===== src/rtl/e203_longp_pkg.sv =====
// Shared types for the long-pipe retire stage: buffer state, completion
// source and the registered writeback/exception payload.
package e203_longp_pkg;

  localparam int unsigned LP_XLEN = 32;

  typedef enum logic [1:0] {
    LP_EMPTY = 2'd0,
    LP_WB    = 2'd1,
    LP_EXCP  = 2'd2
  } lp_state_e;

  typedef enum logic {
    LP_SRC_LSU  = 1'b0,
    LP_SRC_NICE = 1'b1
  } lp_src_e;

  typedef struct packed {
    logic [LP_XLEN-1:0] wdat;
    logic [4:0]         rdidx;
    logic               rdfpu;
    logic [LP_XLEN-1:0] pc;
    logic [LP_XLEN-1:0] badaddr;
    logic               buserr;
  } lp_payload_t;

  // The buffer can take a new entry if it is empty or drains this cycle.
  function automatic logic lp_can_accept(input lp_state_e st,
                                         input logic wb_ready,
                                         input logic excp_ready);
    return (st == LP_EMPTY) ||
           ((st == LP_WB) && wb_ready) ||
           ((st == LP_EXCP) && excp_ready);
  endfunction

endpackage


===== src/rtl/e203_longp_hang_cnt.sv =====
// Hang watchdog: counts cycles with a non-empty OITF and no retirement,
// saturating; the flag is a registered copy of "counter at max".
module e203_longp_hang_cnt #(
  parameter int unsigned HANG_W = 8
) (
  input  logic clk,
  input  logic rst,
  input  logic clr,
  output logic hang
);

  localparam logic [HANG_W-1:0] CNT_MAX = '1;

  logic [HANG_W-1:0] cnt_q;

  always_ff @(posedge clk) begin
    if (rst) begin
      cnt_q <= '0;
      hang  <= 1'b0;
    end else begin
      hang <= (cnt_q == CNT_MAX);
      if (clr) begin
        cnt_q <= '0;
      end else if (cnt_q != CNT_MAX) begin
        cnt_q <= cnt_q + 1'b1;
      end
    end
  end

endmodule


===== src/rtl/e203_exu_longp_retire.sv =====
// Long-pipe retire stage: matches LSU/NICE completions against the OITF
// head, pops it, and holds the result in a one-entry writeback/exception buffer.
module e203_exu_longp_retire
  import e203_longp_pkg::*;
#(
  parameter int unsigned XLEN   = 32,
  parameter int unsigned ITAG_W = 1,
  parameter int unsigned HANG_W = 8
) (
  input  logic              clk,
  input  logic              rst,

  input  logic              oitf_empty,
  input  logic [ITAG_W-1:0] ret_ptr,
  input  logic [4:0]        ret_rdidx,
  input  logic              ret_rdwen,
  input  logic              ret_rdfpu,
  input  logic [XLEN-1:0]   ret_pc,
  output logic              ret_ena,

  input  logic              lsu_wbck_i_valid,
  output logic              lsu_wbck_i_ready,
  input  logic [XLEN-1:0]   lsu_wbck_i_wdat,
  input  logic [XLEN-1:0]   lsu_wbck_i_badaddr,
  input  logic [ITAG_W-1:0] lsu_wbck_i_itag,
  input  logic              lsu_wbck_i_err,

  input  logic              nice_wbck_i_valid,
  output logic              nice_wbck_i_ready,
  input  logic [XLEN-1:0]   nice_wbck_i_wdat,
  input  logic [ITAG_W-1:0] nice_wbck_i_itag,
  input  logic              nice_wbck_i_err,

  output logic              longp_wbck_o_valid,
  input  logic              longp_wbck_o_ready,
  output logic [XLEN-1:0]   longp_wbck_o_wdat,
  output logic [4:0]        longp_wbck_o_rdidx,
  output logic              longp_wbck_o_rdfpu,

  output logic              longp_excp_o_valid,
  input  logic              longp_excp_o_ready,
  output logic [XLEN-1:0]   longp_excp_o_pc,
  output logic [XLEN-1:0]   longp_excp_o_badaddr,
  output logic              longp_excp_o_buserr,

  output logic              longp_hang
);

  lp_state_e   state_q, state_d;
  lp_payload_t pl_q, pl_d;

  logic      can_acc;
  logic      lsu_hit;
  logic      nice_hit;
  logic      acc;
  lp_src_e   src;
  logic      src_err;

  // Both sources eligible at once is illegal upstream; LSU still wins.
  always_comb begin
    can_acc  = lp_can_accept(state_q, longp_wbck_o_ready, longp_excp_o_ready);
    lsu_hit  = !rst && lsu_wbck_i_valid && (lsu_wbck_i_itag == ret_ptr)
               && !oitf_empty && can_acc;
    nice_hit = !rst && nice_wbck_i_valid && (nice_wbck_i_itag == ret_ptr)
               && !oitf_empty && can_acc && !lsu_hit;
    acc      = lsu_hit || nice_hit;
    src      = lsu_hit ? LP_SRC_LSU : LP_SRC_NICE;
    src_err  = lsu_hit ? lsu_wbck_i_err : nice_wbck_i_err;
  end

  assign ret_ena           = acc;
  assign lsu_wbck_i_ready  = lsu_hit;
  assign nice_wbck_i_ready = nice_hit;

  always_comb begin
    state_d = state_q;
    pl_d    = pl_q;
    if (can_acc) begin
      state_d = LP_EMPTY;
    end
    if (acc) begin
      if (src_err) begin
        state_d        = LP_EXCP;
        pl_d.pc        = LP_XLEN'(ret_pc);
        pl_d.badaddr   = (src == LP_SRC_LSU) ? LP_XLEN'(lsu_wbck_i_badaddr) : '0;
        pl_d.buserr    = (src == LP_SRC_LSU);
      end else if (ret_rdwen) begin
        state_d        = LP_WB;
        pl_d.wdat      = (src == LP_SRC_LSU) ? LP_XLEN'(lsu_wbck_i_wdat)
                                             : LP_XLEN'(nice_wbck_i_wdat);
        pl_d.rdidx     = ret_rdidx;
        pl_d.rdfpu     = ret_rdfpu;
      end else begin
        state_d        = LP_EMPTY;
      end
    end
  end

  always_ff @(posedge clk) begin
    if (rst) begin
      state_q <= LP_EMPTY;
      pl_q    <= '0;
    end else begin
      state_q <= state_d;
      pl_q    <= pl_d;
    end
  end

  assign longp_wbck_o_valid   = (state_q == LP_WB);
  assign longp_wbck_o_wdat    = XLEN'(pl_q.wdat);
  assign longp_wbck_o_rdidx   = pl_q.rdidx;
  assign longp_wbck_o_rdfpu   = pl_q.rdfpu;
  assign longp_excp_o_valid   = (state_q == LP_EXCP);
  assign longp_excp_o_pc      = XLEN'(pl_q.pc);
  assign longp_excp_o_badaddr = XLEN'(pl_q.badaddr);
  assign longp_excp_o_buserr  = pl_q.buserr;

  e203_longp_hang_cnt #(
    .HANG_W(HANG_W)
  ) u_hang_cnt (
    .clk  (clk),
    .rst  (rst),
    .clr  (acc || oitf_empty),
    .hang (longp_hang)
  );

endmodule


===== config.mk =====
export PLATFORM = sky130hd
export DESIGN_NAME = e203_exu_longp_retire
export DESIGN_NICKNAME = d
export VERILOG_FILES = /design/src/rtl/e203_longp_pkg.sv /design/src/rtl/e203_longp_hang_cnt.sv /design/src/rtl/e203_exu_longp_retire.sv
export SDC_FILE = /design/constraint.sdc
export NUM_CORES = 1
export LEC_CHECK = 0
export ABC_AREA = 1
export CAP_MARGIN = 20
export CORE_MARGIN = 2
export CORE_UTILIZATION = 42
export DETAILED_ROUTE_END_ITERATION = 8
export GPL_ROUTABILITY_DRIVEN = 0
export PLACE_DENSITY = 0.85
export SLEW_MARGIN = 25
export SYNTH_ARGS = -nofsm -noshare
export SYNTH_HDL_FRONTEND = slang
export SYNTH_SLANG_ARGS = --single-unit

===== constraint.sdc =====
create_clock -name clk -period 3.8 [get_ports clk]
set_clock_uncertainty 0.1 [all_clocks]
set_input_delay 0.76 -clock clk [delete_from_list [all_inputs] [get_ports clk]]
set_output_delay 0.76 -clock clk [all_outputs]
set_load 0.02 [all_outputs]

# Word level (Yosys, flattened, before mapping)
# Cells that the tools add are included.
[op_classes] add_sub_neg=1 multipliers=0 div=0 magnitude_cmp=0 n_eq_ne=6 n_shift=0 mux=7 bitwise_logic=1 n_reduce_logical=23
[op_table] operator="32-bit two-way mux" count=2
[op_table] operator="1-bit logical AND" count=11
[op_table] operator="8-bit by 1-bit adder with 8-bit output (second input constant)" count=1
[op_table] operator="8-bit equality test (second input constant)" count=1
[op_table] operator="8-bit inequality test (second input constant)" count=1
[op_table] operator="2-bit two-way mux" count=3
[op_table] operator="1-bit logical OR" count=4
[op_table] operator="1-bit logical NOT" count=3
[op_table] operator="3-bit AND reduction" count=1
[op_table] operator="1-bit equality test" count=2
[op_table] operator="2-bit by 1-bit equality test with 1-bit output (second input constant)" count=1
[op_table] operator="2-bit equality test (second input constant)" count=1
[op_table] operator="2-bit logical NOT" count=1
[op_table] operator="1-bit two-way mux" count=2
[op_table] operator="2-bit AND reduction" count=1
[op_table] operator="2-bit nonzero test" count=1
[op_table] operator="2-bit OR reduction" count=1
[op_table] operator="1-bit inverter" count=1
[totals] register_bits=114 latchBits=0 ramBits=0 mem_bits_ro=0 output_inout_bits=109 n_memories=0

# Logic depth before layout (Yosys ltp)
# Gate-level depths: netlist of run 1.
[depth] ltp_word=10 ltp_mapped=13 depth_no_buf=12

# Hierarchy
# From an unflattened synthesis of run 1, not the netlist that was laid out.
[hier_totals] cells_unflattened=733 area_unflattened_um2=4867.2
[modules_own_cells] module="e203_exu_longp_retire" n_inst=1 cells_per_inst=666 area_each_um2=4413.0 seq_area_each_um2=2102.0
[modules_own_cells] module="e203_longp_hang_cnt" n_inst=1 cells_per_inst=67 area_each_um2=454.2 seq_area_each_um2=180.2

# Least setup slack after synthesis of run 1
# Ideal clock, no wire load.
[synth_timing] kind="input to output" start="in rst" end="out lsu_wbck_i_ready" arrival_ns=1.563 required_time_ns=2.940 slack_ns=1.377 cell_stages=6 cell_sequence="nor2_2 -> nand2_1 -> nor2_4 -> nand2_4 -> inv_1 -> buf_2"
[synth_via] elab_chain_len=5
[synth_rtl] item="from (decl)" line_no="e203_exu_longp_retire.sv:11" text="input logic rst,"
[synth_rtl] item="1-bit logical NOT" line_no="e203_exu_longp_retire.sv:62" text="lsu_hit = !rst && lsu_wbck_i_valid && (lsu_wbck_i_itag == ret_ptr)"
[synth_rtl] item="1-bit logical AND (2 in series)" line_no="e203_exu_longp_retire.sv:62"
[synth_rtl] item="1-bit logical AND (2 in series)" line_no="e203_exu_longp_retire.sv:63" text="&& !oitf_empty && can_acc;"
[synth_rtl] item="to (decl)" line_no="e203_exu_longp_retire.sv:22" text="output logic lsu_wbck_i_ready,"
# Every way passes these cells.

# Worst setup path in the final report of run 1
# Same ends and word-level chain as after synthesis.

==> metrics.txt, run 1 <==
gr usage total between 20% and 30%; worst slew pin tran roughly 0.62 ns; master cell of the clock root buffer clkbuf_16; layout cell share with drive strength beyond 1 under 10%; global-route wire length before repair ~22 mm; Max clock buf depth 2; number of maximum-capacitance violations 0; routed length per placed instance ~13 um; setup fix buffers added after clock tree synthesis 0; Tmin final ~3.3 ns; instance area after placement roughly 7300 sq um; post-cts resize count 0; arrival time of data at the critical path endpoint around 2.4 ns; Detail Route Antenna Nets 0; post-detailed-route DRC marker count 0; data required time at the worst endpoint between 2 and 3 ns; initial cell density of the core between 40% and 50%; timing-limited maximum frequency roughly 310 MHz; critical path startpoint category primary input; Final period util a little under nine tenths; Crit Path Class in2out; number of fill cells 893; sink count of the clock tree about 110; CTS buffer count 17; via count of the first global-routing pass about 4700; pin count of the biggest net entering global routing 65; Clk network pwr share about 52%; number of standard cells after synthesis just over 700; vertical extent of the die between 100 and 150 um; Die Footprint 12200 sq um; clock tree from TritonCTS yes; Post-CTS Hold Fix Bufs 0; worst min-delay path class reg2reg; DRC marker count from the first detailed-route iteration 253; Mapped Nets roughly 860; most common library cell in the layout ignoring fill and taps nand2_1; total power between 3 and 4 mW; hold_ws 0.359 ns; syn_area_per_cell ~6.7 sq um; area of the placeable core 10900 sq um; RSZ-0062 raised after global routing no; Area Growth Syn to Fin 69.0%; cell internal power dissipation about 2.8 mW; die outline width between 100 and 150 um; Worst slew margin 58.8%; peak supply drop 0.386 mV; post-detailed-routing wire length between 10 and 15 mm; Net Switching 0.732 mW; number of endpoints with negative hold slack in the final report 0; largest fanout on the critical path 5; count of cell types in the netlist 25; most frequent cells in the layout 259 x nand2_1, 255 x clkdlybuf4s50_1, 155 x nor2_1; number of antenna violations at the first check in global routing 0; total global routing overflow 0; combined area of the multi-input logic cells a little over 2000 sq um; count of synthesis-stage warnings from yosys 0; number of buffer cells added on primary ports between 200 and 300; Final Net Count 1103; flop and latch count out of synthesis around 110; Leak 3.34 nW; sort of element at the end of the critical path output pin; Cell Area, Synth ~4800 sq um; post-detailed-placement half-perimeter wirelength a little over 10 mm; Site Rows 38; Sequential Power Share around 36%; status finished, final reports clean; ratio of total power to cell area 436 nW/um^2; final design area excluding fillers around 8000 sq um; per-cell via count in the routed design roughly 4.6; Final Max Slew Viols 0; Ports between 200 and 300; sequential share of the synthesized area 48.0%; Pre-antenna DRT Iters 4; Clock transition at path regs 0.05 ns; diodes inserted 0; clock latency on the worst-skew pair roughly 0.40 ns; aggregate negative setup slack 0 ns; switching share of power between 20% and 30%; Via Count 5037; Combinational Power Share between 10% and 20%; endpoints failing setup 0; maximum level of the CTS H-tree 4; register cell area after layout 2280 sq um
-- critical path, stage by stage --
cell             delay, ns
clkdlybuf4s50_1       0.43
nor2_2                0.16
nand2_1               0.10
nor2_4                0.16
nand2_4               0.08
inv_1                 0.10
clkdlybuf4s50_1       0.61
-- path summary, 6_finish.rpt --
check                     startpoint  cells after the start                       to  slack (ns)
max                              rst                      7         lsu_wbck_i_ready        0.54
min reg2reg  longp_excp_o_badaddr[9]                      2  longp_excp_o_badaddr[9]        0.36
min          longp_excp_o_badaddr[9]                      2  longp_excp_o_badaddr[9]        0.36
max reg2reg               state_q[0]                     10      longp_excp_o_pc[30]        1.60
-- stage by stage --
stage	util, %	std cells	setup WS, ns
after floorplan	-	711	1.38
after detailed placement	67.2	1076	0.533
after CTS	73.4	1107	0.535
after global routing	73.4	1107	0.450
after global placement	67.2	1076	0.554
final	73.4	1107	0.538
-- metal layers --
layer  track usage [%]  share of wire (%)
met3              7.35                6.9
met1              24.1                 39
met5                 0                  0
met4              11.5                2.5
met2              41.5                 51
-- cell usage after synthesis (all sizes together) --
library cell | instances | area [sq um]
nand2 | 263 | 1000
clkbuf | 17 | 63.8
nand3 | 6 | 35.0
ha | 1 | 12.5
dfxtp | 114 | 2280
inv | 50 | 188
o21ai | 34 | 170
a211oi | 1 | 7.51
clkinv | 1 | 3.75
xnor2 | 2 | 17.5
buf | 21 | 141
o31ai | 1 | 7.51
nor2 | 158 | 611
or2 | 1 | 6.26
a21oi | 39 | 195
nor3 | 2 | 10.0
-- cell type report --
cell class                 instances  area share (%)
clock buffer                      22            6.03
tap                              140            2.18
inverter                          51            2.38
multi-input combinational        508            25.8
sequential                       114            28.4
timing repair buffer             263            32.7
clock inverter                     9            2.48
-- logic make-up (layout without fill, tap and decap cells) --
group / count (synthesis) / after routing / share of synthesized area, %
compound gates: 75 / 75 / 8.00
xor+xnor: 2 / 2 / 0.369
fa+ha+maj: 1 / 1 / 0.263
buf+inv: 89 / 345 / 8.34
flops: 114 / 114 / 48.0
simple gates: 430 / 430 / 35.0
-- sequential cells by signal, indices dropped and copies added, names as in the netlist --
signal,cells
longp_excp_o_badaddr,32
longp_excp_o_pc,32
longp_wbck_o_wdat,32
u_hang_cnt.cnt_q,8
longp_wbck_o_rdidx,5
state_q,2
longp_excp_o_buserr,1
longp_wbck_o_rdfpu,1
u_hang_cnt.hang,1
-- power by group through the flow --
stage | Combinational (mW) | Sequential [mW] | Clock, mW
6_report | 0.426 | 1.25 | 1.82
5_1_grt | 0.466 | 1.25 | 1.92
4_1_cts | 0.429 | 1.25 | 1.86
3_5_place_dp | 0.426 | 1.27 | 0
3_3_place_gp | 0.422 | 1.27 | 0
2_1_floorplan | 0.140 | 1.31 | 0
Power figures use the tool's default switching activity.
==> run 2, diff against run 1 <==
==> constraint.sdc (replaced) <==
create_clock -name clk -period 3.8 [get_ports clk]
set_clock_uncertainty 0.1 [all_clocks]
set_input_delay 0.95 -clock clk [delete_from_list [all_inputs] [get_ports clk]]
set_output_delay 0.95 -clock clk [all_outputs]
set_load 0.02 [all_outputs]
==> run 2 against run 1 <==
Utilization shrank 0.46 points; first-iteration DRC count up 20%; final area decreased by 0.62%; final cell count hardly changed; clock power fell by 9%; wire length up 0.58%; largest power group unchanged.
==> metrics.txt, run 2 (synthesized netlist as in run 1, its figures left out) <==
Leak 3.31 nW (-0.85%); post-detailed-route DRC marker count 0 (unchanged); flop2flop setup slack 1.85 ns (+0.25 ns); Final Net Count 1105 (+0.18%); final design area excluding fillers 7980 sq um (-0.62%); Die Footprint 12200 sq um (unchanged); Tmin final 3.64 ns (+0.379 ns); largest fanout on the critical path 3 (-2); number of instances on the worst hold path 2 (unchanged); aggregate negative setup slack 0 ns (unchanged); via count of the first global-routing pass 4699 (-0.21%); timing-limited maximum frequency 275 MHz (-10%); instance area after placement 7370 sq um (+0.24%); total power 3.33 mW (-4.8%); worst slew pin tran 0.651 ns (+0.0353 ns); area of the placeable core 10900 sq um (unchanged); diodes inserted 0 (unchanged); DRC marker count from the first detailed-route iteration 304 (+20%); Pre-antenna DRT Iters 5 (+1); Max clock buf depth 2 (unchanged); Final Max Slew Viols 0 (unchanged); arrival time of data at the critical path endpoint 2.59 ns (+0.19 ns); routed length per placed instance 12.9 um (+0.49%); post-detailed-routing wire length 14.3 mm (+0.58%); hold_ws 0.357 ns (-0.00105 ns); sink count of the clock tree 114 (unchanged); Ports 256 (unchanged); critical path's most frequent cell nand2_1; post-layout util 73.0% (-0.46 points); layout cell share with drive strength beyond 1 5.27% (+0.098 points); RSZ-0062 raised after global routing no; die outline width 110 um (unchanged); pin count of the biggest net entering global routing 71 (+9.2%); per-cell via count in the routed design 4.54 (-0.25%); critical path cell sequence clkdlybuf4s50_1 -> inv_1 -> nand2_1 -> nand2_1 -> nand2_1 -> nand2_1 -> nor2_1 -> clkdlybuf4s50_1; total global routing overflow 0 (unchanged); clock latency on the worst-skew pair 0.39 ns (about the same); endpoints failing setup 0 (unchanged); setup fix buffers added after clock tree synthesis 0 (unchanged); Post-CTS Hold Fix Bufs 0 (unchanged); maximum level of the CTS H-tree 4 (unchanged); ratio of total power to cell area 417 nW/um^2 (-4.2%); Crit Path Class in2out; vertical extent of the die 110 um (unchanged); Worst R2R Path Depth 11 (+1); number of cells on the critical path 8 (+1); Site Rows 38 (unchanged); Worst slew margin 56.6% (-2.2 points); most frequent cells in the layout 259 x nand2_1, 255 x clkdlybuf4s50_1, 155 x nor2_1; post-detailed-placement half-perimeter wirelength 10.2 mm (-1.0%); sort of element at the end of the critical path output pin; critical path startpoint category primary input; data required time at the worst endpoint 2.75 ns (-0.19 ns); number of antenna violations at the first check in global routing 0 (unchanged); clock tree from TritonCTS yes; master cell of the clock root buffer clkbuf_16; initial cell density of the core 43.5% (unchanged); global-route wire length before repair 21.8 mm (+0.32%); Final period util 95.8% (+10 points); number of maximum-capacitance violations 0 (unchanged); Clock transition at path regs 0.05 ns (about the same); number of buffer cells added on primary ports 255 (unchanged); peak supply drop 0.329 mV (-15%); stage delay of the slowest cell on the critical path 0.66 ns (+0.05 ns); slowest cell on the critical path clkdlybuf4s50_1; cell class contributing the biggest share of worst-path delay buffers and inverters; worst min-delay path class reg2reg; Via Count 5029 (-0.16%); status finished, final reports clean; Detail Route Antenna Nets 0 (unchanged); Area Growth Syn to Fin 67.9%; number of endpoints with negative hold slack in the final report 0 (unchanged); number of buffer and inverter stages on the critical path 3 (unchanged); post-cts resize count 0 (unchanged); gr usage total 23.3% (+0.24 points); most common library cell in the layout ignoring fill and taps nand2_1; CTS buffer count 17 (unchanged)
-- run 2: cell types whose count changed in the layout (fill, tap and decap cells not counted), sizes merged --
cell      before  now
buf            8   10
clkbuf        22   20
inv           52   51
bufinv         6    4
clkinv         2    4
clkinvlp       0    2
-- run 2: per-layer routing --
metal | up-vias | part of all wire, % | wire length, um | global-route usage, %
met2 | 162 | 51 | 7270 | 41.0
li1 | 2641 | - | - | -
met5 | - | 0 | 0 | 0
met4 | 0 | 2.5 | 354 | 10.8
met1 | 2200 | 38 | 5490 | 25.2
met3 | 26 | 8.4 | 1200 | 7.88
-- run 2: per-stage QoR --
stage          worst slack, ns  instances
2_1_floorplan            0.997        711
3_3_place_gp             0.173       1078
3_5_place_dp             0.161       1078
4_1_cts                  0.161       1108
5_1_grt                 0.0715       1108
6_report                 0.159       1108
-- run 2: report_power, final --
group	switching (mW)	leakage (nW)	internal (mW)
clock	0.534	0.298	1.12
sequential	0.0171	0.923	1.23
combinational	0.188	2.09	0.239
total	0.739	3.31	2.59
-- run 2: path summary, 6_finish.rpt --
check                             endpoint                      from
setup / recovery         nice_wbck_i_ready        longp_wbck_o_ready
hold / removal    longp_excp_o_badaddr[27]  longp_excp_o_badaddr[27]
setup reg to reg     longp_wbck_o_wdat[14]                state_q[1]
hold reg to reg   longp_excp_o_badaddr[27]  longp_excp_o_badaddr[27]
-- run 2: final cells by class --
class,count,area [sq um]
multi-input cells,508,2070
fillers,848,2950
inverters,51,194
well taps,140,175
clock buffers,20,457
repair buffers,265,2640
flip-flops and latches,114,2280
clock inverters,10,159
-- run 2: tightest hold or removal path, cell delays in order (launching register included) --
cell and delay [ns]:
dfxtp_1 0.30, nand2_1 0.06, a21oi_1 0.05
==> run 3, diff against run 2 <==
--- a/config.mk
+++ b/config.mk
@@ -8,10 +8,10 @@
 export ABC_AREA = 1
 export CAP_MARGIN = 20
 export CORE_MARGIN = 2
-export CORE_UTILIZATION = 42
+export CORE_UTILIZATION = 39
 export DETAILED_ROUTE_END_ITERATION = 8
 export GPL_ROUTABILITY_DRIVEN = 0
-export PLACE_DENSITY = 0.85
+export PLACE_DENSITY = 0.8
 export SLEW_MARGIN = 25
 export SYNTH_ARGS = -nofsm -noshare
 export SYNTH_HDL_FRONTEND = slang
==> constraint.sdc (replaced) <==
create_clock -name clk -period 3.6 [get_ports clk]
set_clock_uncertainty 0.1 [all_clocks]
set_input_delay 0.9 -clock clk [delete_from_list [all_inputs] [get_ports clk]]
set_output_delay 0.9 -clock clk [all_outputs]
set_load 0.02 [all_outputs]
==> run 3 against run 2 <==
Global-route usage shrank 1.9 points; sequential power grew 6%; non-clock buffer count did not move; critical endpoint is now ret_ena; largest cell class unchanged.
==> metrics.txt, run 3 (synthesized netlist as in run 1, its figures left out) <==
largest fanout on the critical path 5 (+2); Post-CTS Hold Fix Bufs 0 (unchanged); initial cell density of the core 39.7% (-3.7 points); Tmin final roughly 3.2 ns; Clock transition at path regs 0.05 ns (about the same); Leak 3.37 nW (+1.7%); Site Rows 40 (+5.3%); vertical extent of the die 114 um (+3.6%); post-detailed-routing wire length 14.0 mm (-2.4%); Non-Filler Instances 1117 (+0.81%); CTS buffer count 17 (unchanged); Pre-antenna DRT Iters 4 (-1); global-route wire length before repair 22.1 mm (+1.3%); ratio of total power to cell area 440 nW/um^2 (+5.5%); area of the placeable core 12000 sq um (+9.4%); setup fix buffers added after clock tree synthesis 0 (unchanged); Max clock buf depth 2 (unchanged); RSZ-0062 raised after global routing no; cell class contributing the biggest share of worst-path delay buffers and inverters; critical path startpoint category primary input; per-cell via count in the routed design 4.50 (-0.83%); pre-CTS WS 0.0491 ns (-0.111 ns); post-detailed-route DRC marker count 0 (unchanged); data required time at the worst endpoint 2.60 ns (-0.15 ns); Ports 256 (unchanged); master cell of the clock root buffer clkbuf_16; number of fill cells 1036 (+22%); Final Max Slew Viols 0 (unchanged); clock tree from TritonCTS yes; DRC marker count from the first detailed-route iteration 249 (-18%); post-route setup slack 0.439 ns (+0.280 ns); Detail Route Antenna Nets 0 (unchanged); sort of element at the end of the critical path output pin; Final period util roughly 88%; total global routing overflow 0 (unchanged); number of antenna violations at the first check in global routing 0 (unchanged); critical path cell sequence clkdlybuf4s50_1 -> inv_2 -> nand2_1 -> nand2_1 -> nor2_4 -> nand2_4 -> nand2_2 -> dlymetal6s2s_1; diodes inserted 0 (unchanged); Net Switching 0.801 mW (+8.3%); timing-limited maximum frequency 316 MHz; number of maximum-capacitance violations 0 (unchanged); clock latency on the worst-skew pair 0.41 ns (+0.02 ns); Via Count 5028 (-0.020%); layout cell share with drive strength beyond 1 5.46% (+0.20 points); number of buffer cells added on primary ports 255 (unchanged); number of buffer and inverter stages on the critical path 3 (unchanged); endpoints failing setup 0 (unchanged); Combinational Power Share 12.8% (about the same); worst slew pin tran 0.632 ns (-0.0184 ns); maximum level of the CTS H-tree 4 (unchanged); switching share of power 22.7% (+0.51 points); post-cts resize count 0 (unchanged); slowest cell on the critical path clkdlybuf4s50_1; Clk network pwr share 49.9% (+0.2 points); stage delay of the slowest cell on the critical path 0.51 ns (-0.15 ns); Area Growth Syn to Fin 68.5%; routed length per placed instance 12.5 um (-3.2%); number of endpoints with negative hold slack in the final report 0 (unchanged); worst min-delay path class reg2reg; critical path's most frequent cell nand2_1; Final Net Count 1105 (unchanged); cell internal power dissipation 2.73 mW (+5.2%); post-detailed-placement half-perimeter wirelength 9.86 mm (-3.2%); arrival time of data at the critical path endpoint 2.16 ns (-0.43 ns); die outline width 114 um (+3.6%); Worst slew margin 57.8% (+1.2 points); status finished, final reports clean; Sequential Power Share 37.3% (-0.2 points); via count of the first global-routing pass 4803 (+2.2%); pin count of the biggest net entering global routing 78 (+9.9%); Cell Count Post-Placement 1085 (+0.65%); most frequent cells in the layout 259 x nand2_1, 252 x clkdlybuf4s50_1, 155 x nor2_1; Die Footprint 13100 sq um (+7.4%); Crit Path Class in2out; peak supply drop 0.281 mV (-15%); sink count of the clock tree 114 (unchanged); aggregate negative setup slack 0 ns (unchanged); most common library cell in the layout ignoring fill and taps nand2_1; gr usage total 21.4% (-1.9 points)
==> run 3: cell count changes in the layout (fill, tap and decap cells not counted) <==
cell / delta
clkbuf_8: -1
clkinv_4: +3
clkdlybuf4s50_1: -3
dlymetal6s2s_1: +3
==> run 3: power groups by stage <==
stage          clock network [mW]  logic [mW]  registers [mW]
2_1_floorplan                   0       0.148            1.39
3_3_place_gp                    0       0.448            1.34
3_5_place_dp                    0       0.450            1.34
4_1_cts                      1.79       0.454            1.32
5_1_grt                      1.84       0.492            1.32
6_report                     1.76       0.450            1.32
==> run 3: worst paths after layout <==
kind | startpoint | end | slack (ns) | cells after the start
setup reg to reg | state_q[0] | longp_excp_o_pc[6] | 1.64 | 11
setup / recovery | ret_ptr | ret_ena | 0.44 | 8
hold reg to reg | longp_excp_o_badaddr[1] | longp_excp_o_badaddr[1] | 0.36 | 2
hold / removal | longp_excp_o_badaddr[1] | longp_excp_o_badaddr[1] | 0.36 | 2
==> run 3: through the flow <==
step           cell area, sq um  total power [mW]  util (%)  hold WS (ns)
3_3_place_gp               7370              1.79      61.6         0.347
2_1_floorplan              4750              1.53         -         0.357
5_1_grt                    8010              3.66      67.0         0.377
3_5_place_dp               7370              1.79      61.7         0.353
6_report                   8010              3.53      67.0         0.358
4_1_cts                    8000              3.56      66.9         0.360
==> run 3: cell type report <==
type	count	area, sq um	share of cell area [%]
inverter	51	194	2.42
tap	147	184	2.30
timing repair buffer	265	2650	33.1
multi-input combinational	508	2070	25.9
clock inverter	13	185	2.31
clock buffer	19	443	5.53
sequential	114	2280	28.5
==> run 3: tightest hold or removal path: cells and delay by family, from the launching register on <==
| kind | cells | cell delay, ns |
|---|---|---|
| flip-flops | 1 | 0.30 |
| AND/OR/NAND/NOR | 1 | 0.06 |
| AO/OA/AOI/OAI | 1 | 0.05 |
==> run 3: per-layer routing <==
layer | vias up | track usage (%) | share of wire (%)
li1 | 2649 | - | -
met1 | 2165 | 23.7 | 41
met2 | 170 | 36.3 | 49
met3 | 44 | 6.88 | 6.3
met4 | 0 | 12.0 | 3.8
met5 | - | 0 | 0
